`src/rtl/cache_direct_param.sv`:
```
// Direct-mapped instruction cache with multi-word lines.
// A lookup is combinational, so a hit returns its word in the same cycle.
// A miss stalls the fetch. The whole line is then refilled one word per
// MM_Valid beat, and the requested word is returned in a one-cycle DONE state.
// The cache also supports a flush and saturating hit/miss counters.
//
// Ports:
//   CLK        clock, all state updates on the rising edge
//   RESET      synchronous active-low reset
//   PC         fetch byte address (PC[1:0] ignored)
//   Req        fetch request valid
//   Flush      invalidate all lines (honoured in IDLE only)
//   MM_Valid   MM_Data carries the word at MM_Addr this cycle
//   MM_Data    refill data from main memory
//   HitWrite   Data_Cache valid; also used as the PC/IFID write enable
//   Data_Cache fetched instruction, 0 when HitWrite=0
//   MM_Req     refill in progress
//   MM_Addr    byte address of the word being requested, 0 when idle
//   CNT_HIT    saturating lookup-hit count
//   CNT_MISS   saturating miss count
module cache_direct_param #(
  parameter int NUM_LINES      = 8,
  parameter int WORDS_PER_LINE = 4,
  parameter int CNT_W          = 20
) (
  input  logic             CLK,
  input  logic             RESET,
  input  logic [31:0]      PC,
  input  logic             Req,
  input  logic             Flush,
  input  logic             MM_Valid,
  input  logic [31:0]      MM_Data,
  output logic             HitWrite,
  output logic [31:0]      Data_Cache,
  output logic             MM_Req,
  output logic [31:0]      MM_Addr,
  output logic [CNT_W-1:0] CNT_HIT,
  output logic [CNT_W-1:0] CNT_MISS
);
  localparam int OB    = $clog2(WORDS_PER_LINE);
  localparam int IB    = $clog2(NUM_LINES);
  localparam int OBW   = (OB > 0) ? OB : 1;
  localparam int TAG_W = 30 - OB - IB;
  localparam int AW    = IB + OB;

  typedef enum logic [1:0] {IDLE, REFILL, DONE} state_t;

  state_t             state_reg;
  logic [29:0]        lat_word_reg;   // latched word address of the missing fetch
  logic [OBW-1:0]     cnt_reg;        // refill word counter
  logic [NUM_LINES-1:0] valid_reg;
  logic [CNT_W-1:0]   hit_cnt_reg;
  logic [CNT_W-1:0]   miss_cnt_reg;

  logic [TAG_W-1:0]   tag_mem  [NUM_LINES];
  logic [31:0]        data_mem [NUM_LINES*WORDS_PER_LINE];

  logic [29:0]        pc_word;
  logic [IB-1:0]      pc_index, lat_index;
  logic [TAG_W-1:0]   pc_tag, lat_tag;
  logic [AW-1:0]      pc_addr, lat_addr, wr_addr, rd_addr;
  logic [29:0]        mm_word;
  logic               hit, last_beat, beat;
  logic               unused_pc;

  assign pc_word   = PC[31:2];
  assign unused_pc = ^PC[1:0];

  assign pc_index  = pc_word[OB +: IB];
  assign pc_tag    = pc_word[OB+IB +: TAG_W];
  assign lat_index = lat_word_reg[OB +: IB];
  assign lat_tag   = lat_word_reg[OB+IB +: TAG_W];

  // With one word per line there is no offset field, so the data array
  // index is the line index alone.
  generate
    if (OB > 0) begin : g_offset
      assign pc_addr  = {pc_index, pc_word[OB-1:0]};
      assign lat_addr = {lat_index, lat_word_reg[OB-1:0]};
      assign wr_addr  = {lat_index, cnt_reg};
      assign mm_word  = {lat_word_reg[29:OB], cnt_reg};
    end else begin : g_no_offset
      assign pc_addr  = pc_index;
      assign lat_addr = lat_index;
      assign wr_addr  = lat_index;
      assign mm_word  = lat_word_reg;
    end
  endgenerate

  assign hit = (state_reg == IDLE) && Req && !Flush &&
               valid_reg[pc_index] && (tag_mem[pc_index] == pc_tag);

  assign beat      = (state_reg == REFILL) && MM_Valid;
  assign last_beat = beat && (cnt_reg == OBW'(WORDS_PER_LINE - 1));

  // The single read port serves either the live lookup or the replay of the
  // refilled word in DONE.
  assign rd_addr    = (state_reg == DONE) ? lat_addr : pc_addr;
  assign HitWrite   = hit || (state_reg == DONE);
  assign Data_Cache = HitWrite ? data_mem[rd_addr] : 32'd0;

  assign MM_Req   = (state_reg == REFILL);
  assign MM_Addr  = MM_Req ? {mm_word, 2'b00} : 32'd0;
  assign CNT_HIT  = hit_cnt_reg;
  assign CNT_MISS = miss_cnt_reg;

  // Data and tag arrays carry no reset; the valid bits alone qualify them.
  always_ff @(posedge CLK) begin
    if (RESET && beat) begin
      data_mem[wr_addr] <= MM_Data;
    end
    if (RESET && last_beat) begin
      tag_mem[lat_index] <= lat_tag;
    end
  end

  always_ff @(posedge CLK) begin
    if (!RESET) begin
      state_reg    <= IDLE;
      valid_reg    <= '0;
      cnt_reg      <= '0;
      lat_word_reg <= '0;
      hit_cnt_reg  <= '0;
      miss_cnt_reg <= '0;
    end else begin
      case (state_reg)
        IDLE: begin
          if (Flush) begin
            valid_reg <= '0;
          end else if (hit) begin
            if (hit_cnt_reg != '1) hit_cnt_reg <= hit_cnt_reg + CNT_W'(1);
          end else if (Req) begin
            if (miss_cnt_reg != '1) miss_cnt_reg <= miss_cnt_reg + CNT_W'(1);
            lat_word_reg <= pc_word;
            cnt_reg      <= '0;
            state_reg    <= REFILL;
          end
        end
        REFILL: begin
          if (last_beat) begin
            valid_reg[lat_index] <= 1'b1;
            state_reg            <= DONE;
          end else if (beat) begin
            cnt_reg <= cnt_reg + OBW'(1);
          end
        end
        DONE: begin
          state_reg <= IDLE;
        end
        default: begin
          state_reg <= IDLE;
        end
      endcase
    end
  end
endmodule

```
`config.mk`:
```
export PLATFORM = sky130hd
export DESIGN_NAME = cache_direct_param
export DESIGN_NICKNAME = d
export VERILOG_FILES = /design/src/rtl/cache_direct_param.sv
export SDC_FILE = /design/constraint.sdc
export NUM_CORES = 2
export LEC_CHECK = 0
export ABC_AREA = 1
export CAP_MARGIN = 20
export CELL_PAD_IN_SITES_DETAIL_PLACEMENT = 1
export CELL_PAD_IN_SITES_GLOBAL_PLACEMENT = 1
export CORE_AREA = 2 2 351 353
export DETAILED_ROUTE_END_ITERATION = 7
export DIE_AREA = 0 0 353 355
export GPL_ROUTABILITY_DRIVEN = 0
export PLACE_DENSITY_LB_ADDON = 0.3
export SLEW_MARGIN = 20
export SYNTH_ARGS = -nofsm -noshare
export SYNTH_HDL_FRONTEND = slang
export SYNTH_SLANG_ARGS = --single-unit
export TNS_END_PERCENT = 20
```
`constraint.sdc`:
```
create_clock -name CLK -period 4 [get_ports CLK]
set_input_delay 0.8 -clock CLK [delete_from_list [all_inputs] [get_ports CLK]]
set_output_delay 0.8 -clock CLK [all_outputs]
set_load 0.1 [all_outputs]
```
# == After elaboration in Yosys (flattened, before gate mapping) ==
# Memories as Yosys holds them, arrays and structs flattened.
# Cells that the tools add are included.
# op_classes
n_eq_ne,13
n_addsub,3
n_bitwise,3
muxes,25
order_cmp,3
n_reduce_logical,19
# op_table
cell,n
$mux 32,2
$add 20x1->20 const B,2
$ne 20x20->1 const B,2
$eq 25x25->1,1
$mux 2,9
$mux 8,2
$pmux 8 s2,1
$reduce_and 4->1,3
$ne 2x2->1 const B,5
$logic_and 1x1->1,9
$lt 3x4->1 const B,2
$or 8x8->8,1
$pmux 2 s2,2
$mux 1,6
$reduce_and 6->1,1
$mux 5,1
$reduce_and 5->1,1
$eq 2x2->1 const B,2
$ne 2x1->1 const B,2
$bmux 1 s3,1
$demux 1 s3,1
$ge 3x1->1 const B,1
$reduce_and 3->1,1
$add 2x1->2 const B,1
6 further kinds,7
# word_totals
wordCells,74
in_bits,69
out_inout_bits,106
regBits,82
n_memories,2
ramBits,1224
# mem_list
memory,words,width,rd,rd_clocked_by_memory_dff,wr,line,text
data_mem,32,32,1,0,1,56,logic [31:0] data_mem [NUM_LINES*WORDS_PER_LINE];
tag_mem,8,25,1,0,1,55,logic [TAG_W-1:0] tag_mem [NUM_LINES];

# == Logic depth before layout (Yosys ltp) ==
# depth
ltp_word,8
mapped_depth,21
depth_no_buf,18

# == Least setup slack after synthesis ==
# No wires, ideal clock.
# synth_timing
path_type,input-to-output
start,input port PC[6]
end,output port Data_Cache[22]
arrival_ps,3818
stages,14
setup_slack_ps,-618
n_path_buf,3
required_time_ps,3200
cell_sequence,buf_2 > inv_1 > clkbuf_1 > nand3_1 > nand3b_1 > inv_2 > nor2_1 > nand2_1 > nor2_2 > nand3_2 > nor2_8 > nor2_2 > buf_2 > a21oi_1
# synth_via
elab_chain_len,6
word_cells_on_any_way,10
cone_classes,eq/ne (1); mux (4); reduce/logical (3); memory (2)
# synth_lines
element,line,text
"start, declared",28,"input logic [31:0] PC,"
branches (longest 5 deep; another with $mem_v2 8x25),n/a,
$mux 32 (*),100,assign Data_Cache = HitWrite ? data_mem[rd_addr] : 32'd0;
"end, declared",34,"output logic [31:0] Data_Cache,"
# Mark *: on every way between the ends. The select of a mux whose other input is x is not followed.

# == Final worst setup path ==
# layout_timing
start,input port PC[2]
end,output port Data_Cache[12]
# layout_via
elab_chain_len,3
# layout_lines
element,line,text
$mux 5,98,assign rd_addr = (state_reg == DONE) ? lat_addr : pc_addr;
$mem_v2 32x32,n/a,
$mux 32,100,
# No other way between the ends.

==> results.cfg <==
[setup_path]
path_class = in2out
crit_buf_inv = 7
start_kind = input pin
arrival_ns = 3.16
worst_path_largest_cell_delay_ns = 0.49
crit_path_end_kind = output port
worstPathRequired_ns = 3.20
crit_path_top_delay_cell = clkdlybuf4s50_1
cp_max_fo = 8
path_cells = clkdlybuf4s50_1 -> nand2_2 -> nand2_8 -> clkinv_16 -> buf_4 -> clkbuf_16 -> buf_4 -> nand2_1 -> nand3_1 -> nand3_1 -> nand3_1 -> nand3_2 -> a21oi_2 -> buf_4 -> buf_12
cp_top_family = buffers and inverters

[global_routing]
grt_pass1_vias = 43300
antenna_found_initial = 10
grt_overflow = 0
grt_max_degree = 85
grt_use_total_pct = 29.6
grt_first_pass_wirelength_um = 276000

[cells_and_area]
fin_area_um2 = 66300
area_delta_synth_final_pct = 22.1
largest_reg_flops = 1024
n_fill_cell = 12700
nNetsFinal = 5370
drive_above_1_share_pct = 13.4
final_util_pct = 54.6
layout.cells.non_filler = 7030

[synth]
ys_types = 31
synth-seq-cells = 1306
synth_top_cell_area_share_pct = 67.7
ys_seq_area_share_pct = 70.7
syn-cell-area_um2 = 54300
synth.area.top_cells = edfxtp_1, nand2_1, nand3_1
synth-edff-count = 1224
synth_cells = 4984
yosysTopAreaCell = edfxtp_1
synth_common_cells = nand2_1, edfxtp_1, nand3_1
synth.most_common_cell = nand2_1
synth_ff_type = edfxtp_1
synth_warnings = 0
synth-async-reset-ratio_pct = 0
syn_avg_cell_area_um2 = 10.9

[die]
pin_count = 175
row_count = 128
die_width_um = 353
start_util_pct = 44.7
fp.dieH_um = 355
coreArea_um2 = 121000
die_area_um2 = 125000

[worst_hold_path]
hold_path.class = reg2reg

[route]
vias_per_cell = 5.87
ant_nets = 0
first_iter_violations = 4515
drc_errors = 0
vias = 41300
wl_per_cell_um = 27.0
wl_um = 190000
drtPass1Iterations = 5

[clock_tree]
root_buffer = clkbuf_16
cts.clk_slew.worst_paths_ns = 0.06
worstSkewPairLatency_ns = 0.76
cts_num_sinks = 1306
h-tree-depth = 4
numCtsBuffers = 140
clockBufferDepth = 3
cts_tree = yes

[place]
placed_area_um2 = 60600
port_buffers = 170
dp_slack_ns = -0.456
dp_hpwl_um = 104000
post-place-cells = 6744

[sta]
tns_ns = 0
fmax_ghz = 0.252
clock_skew_ns = 0.0306
rsz0062_at_grt = true
setup_ws_ns = 0.0364
final-max-slew-violation-count = 0
worst_pin_slew_ns = 1.11
slew_headroom_pct = 25.7
hold_ws_ns = 0.463
fin_crit_ns = 3.96
finalCritPeriodShare_pct = 99.1
hold_violations = 0
setup_viol = 0

[run_status]
status = complete, no violations

[power_and_ir_drop]
power_density_nw_per_um2 = 448
power_mw = 29.7
leakage_nw = 24.4
ir_worst_vdd_mv = 0.381

[run]
maxCapViolCount = 0
## final cells by class
type,instances,area [um^2],share of cell area [%]
sequential,1306,38400,57.9
inverter,262,1050,1.58
timing repair buffer,459,5950,8.97
clock inverter,82,642,0.968
antenna,3,7.51,0.0113
clock buffer,167,3640,5.48
tap,1625,2030,3.07
multi-input combinational,3126,14600,22.0
## kinds of logic (layout without fill, tap and decap cells)
kind of cell    count (synthesis)  after routing  synth area share, %
buf+inv                       553            970                 4.15
simple gates                 2975           2975                 23.5
flops                        1306           1306                 70.7
fa+ha+maj                       6              6                0.138
xor+xnor                       17             17                0.274
compound gates                126            126                 1.20
other cells                     1              5              0.00690
## placed cells by master, fill, tap and decap left out, types with 18 or more instances in the layout
| cell | count |
|---|---|
| nor2_4 | 42 |
| buf_4 | 182 |
| nand2_1 | 1500 |
| clkbuf_1 | 25 |
| nand4_1 | 40 |
| dfxtp_1 | 80 |
| a21oi_1 | 33 |
| clkbuf_16 | 152 |
| nand3_1 | 1054 |
| buf_12 | 114 |
| clkinv_2 | 29 |
| nand3_2 | 49 |
| inv_1 | 251 |
| buf_16 | 27 |
| clkinv_1 | 34 |
| a21oi_2 | 18 |
| clkdlybuf4s50_1 | 90 |
| nor2_1 | 230 |
| edfxtp_1 | 1224 |
| o21ai_0 | 42 |
## worst min-delay path, delay by kind of cell, from the launching register on
family                 cells  cell delay [ns]
flip-flops                 1             0.30
buffers and inverters      1             0.06
AO/OA/AOI/OAI              1             0.06
## metal layers
layer  global-route usage [%]  part of all wire [%]  vias to the layer above
li1                         -                     -                    17900
met1                     38.9                    40                    21000
met2                     48.7                    48                     1998
met3                     5.93                   8.7                      430
met4                     11.7                   3.6                        2
met5                        0                0.0047                        -
## path summary, 6_finish.rpt
check	startpoint	endpoint	slack, ns	cells past startpoint
setup / recovery	PC[2]	Data_Cache[12]	0.04	15
hold / removal	valid_reg[2]	valid_reg[2]	0.46	2
setup reg to reg	CNT_HIT[0]	CNT_HIT[0]	0.73	12
hold reg to reg	valid_reg[2]	valid_reg[2]	0.46	2
## power breakdown
group | internal, mW | total, mW | switching [mW]
clock network | 6.90 | 12.4 | 5.48
registers | 15.0 | 15.0 | 0.0587
logic | 0.729 | 2.25 | 1.52
total | 22.6 | 29.7 | 7.07
## what timing repair did
action                     CTS  global route
pin swaps                    8            25
setup endpoints to repair   33            33
setup buffers                5             7
gates cloned                13            11
hold buffers                 0             0
gates resized for setup     86            98
No activity file was read; power rests on OpenSTA's default activity.
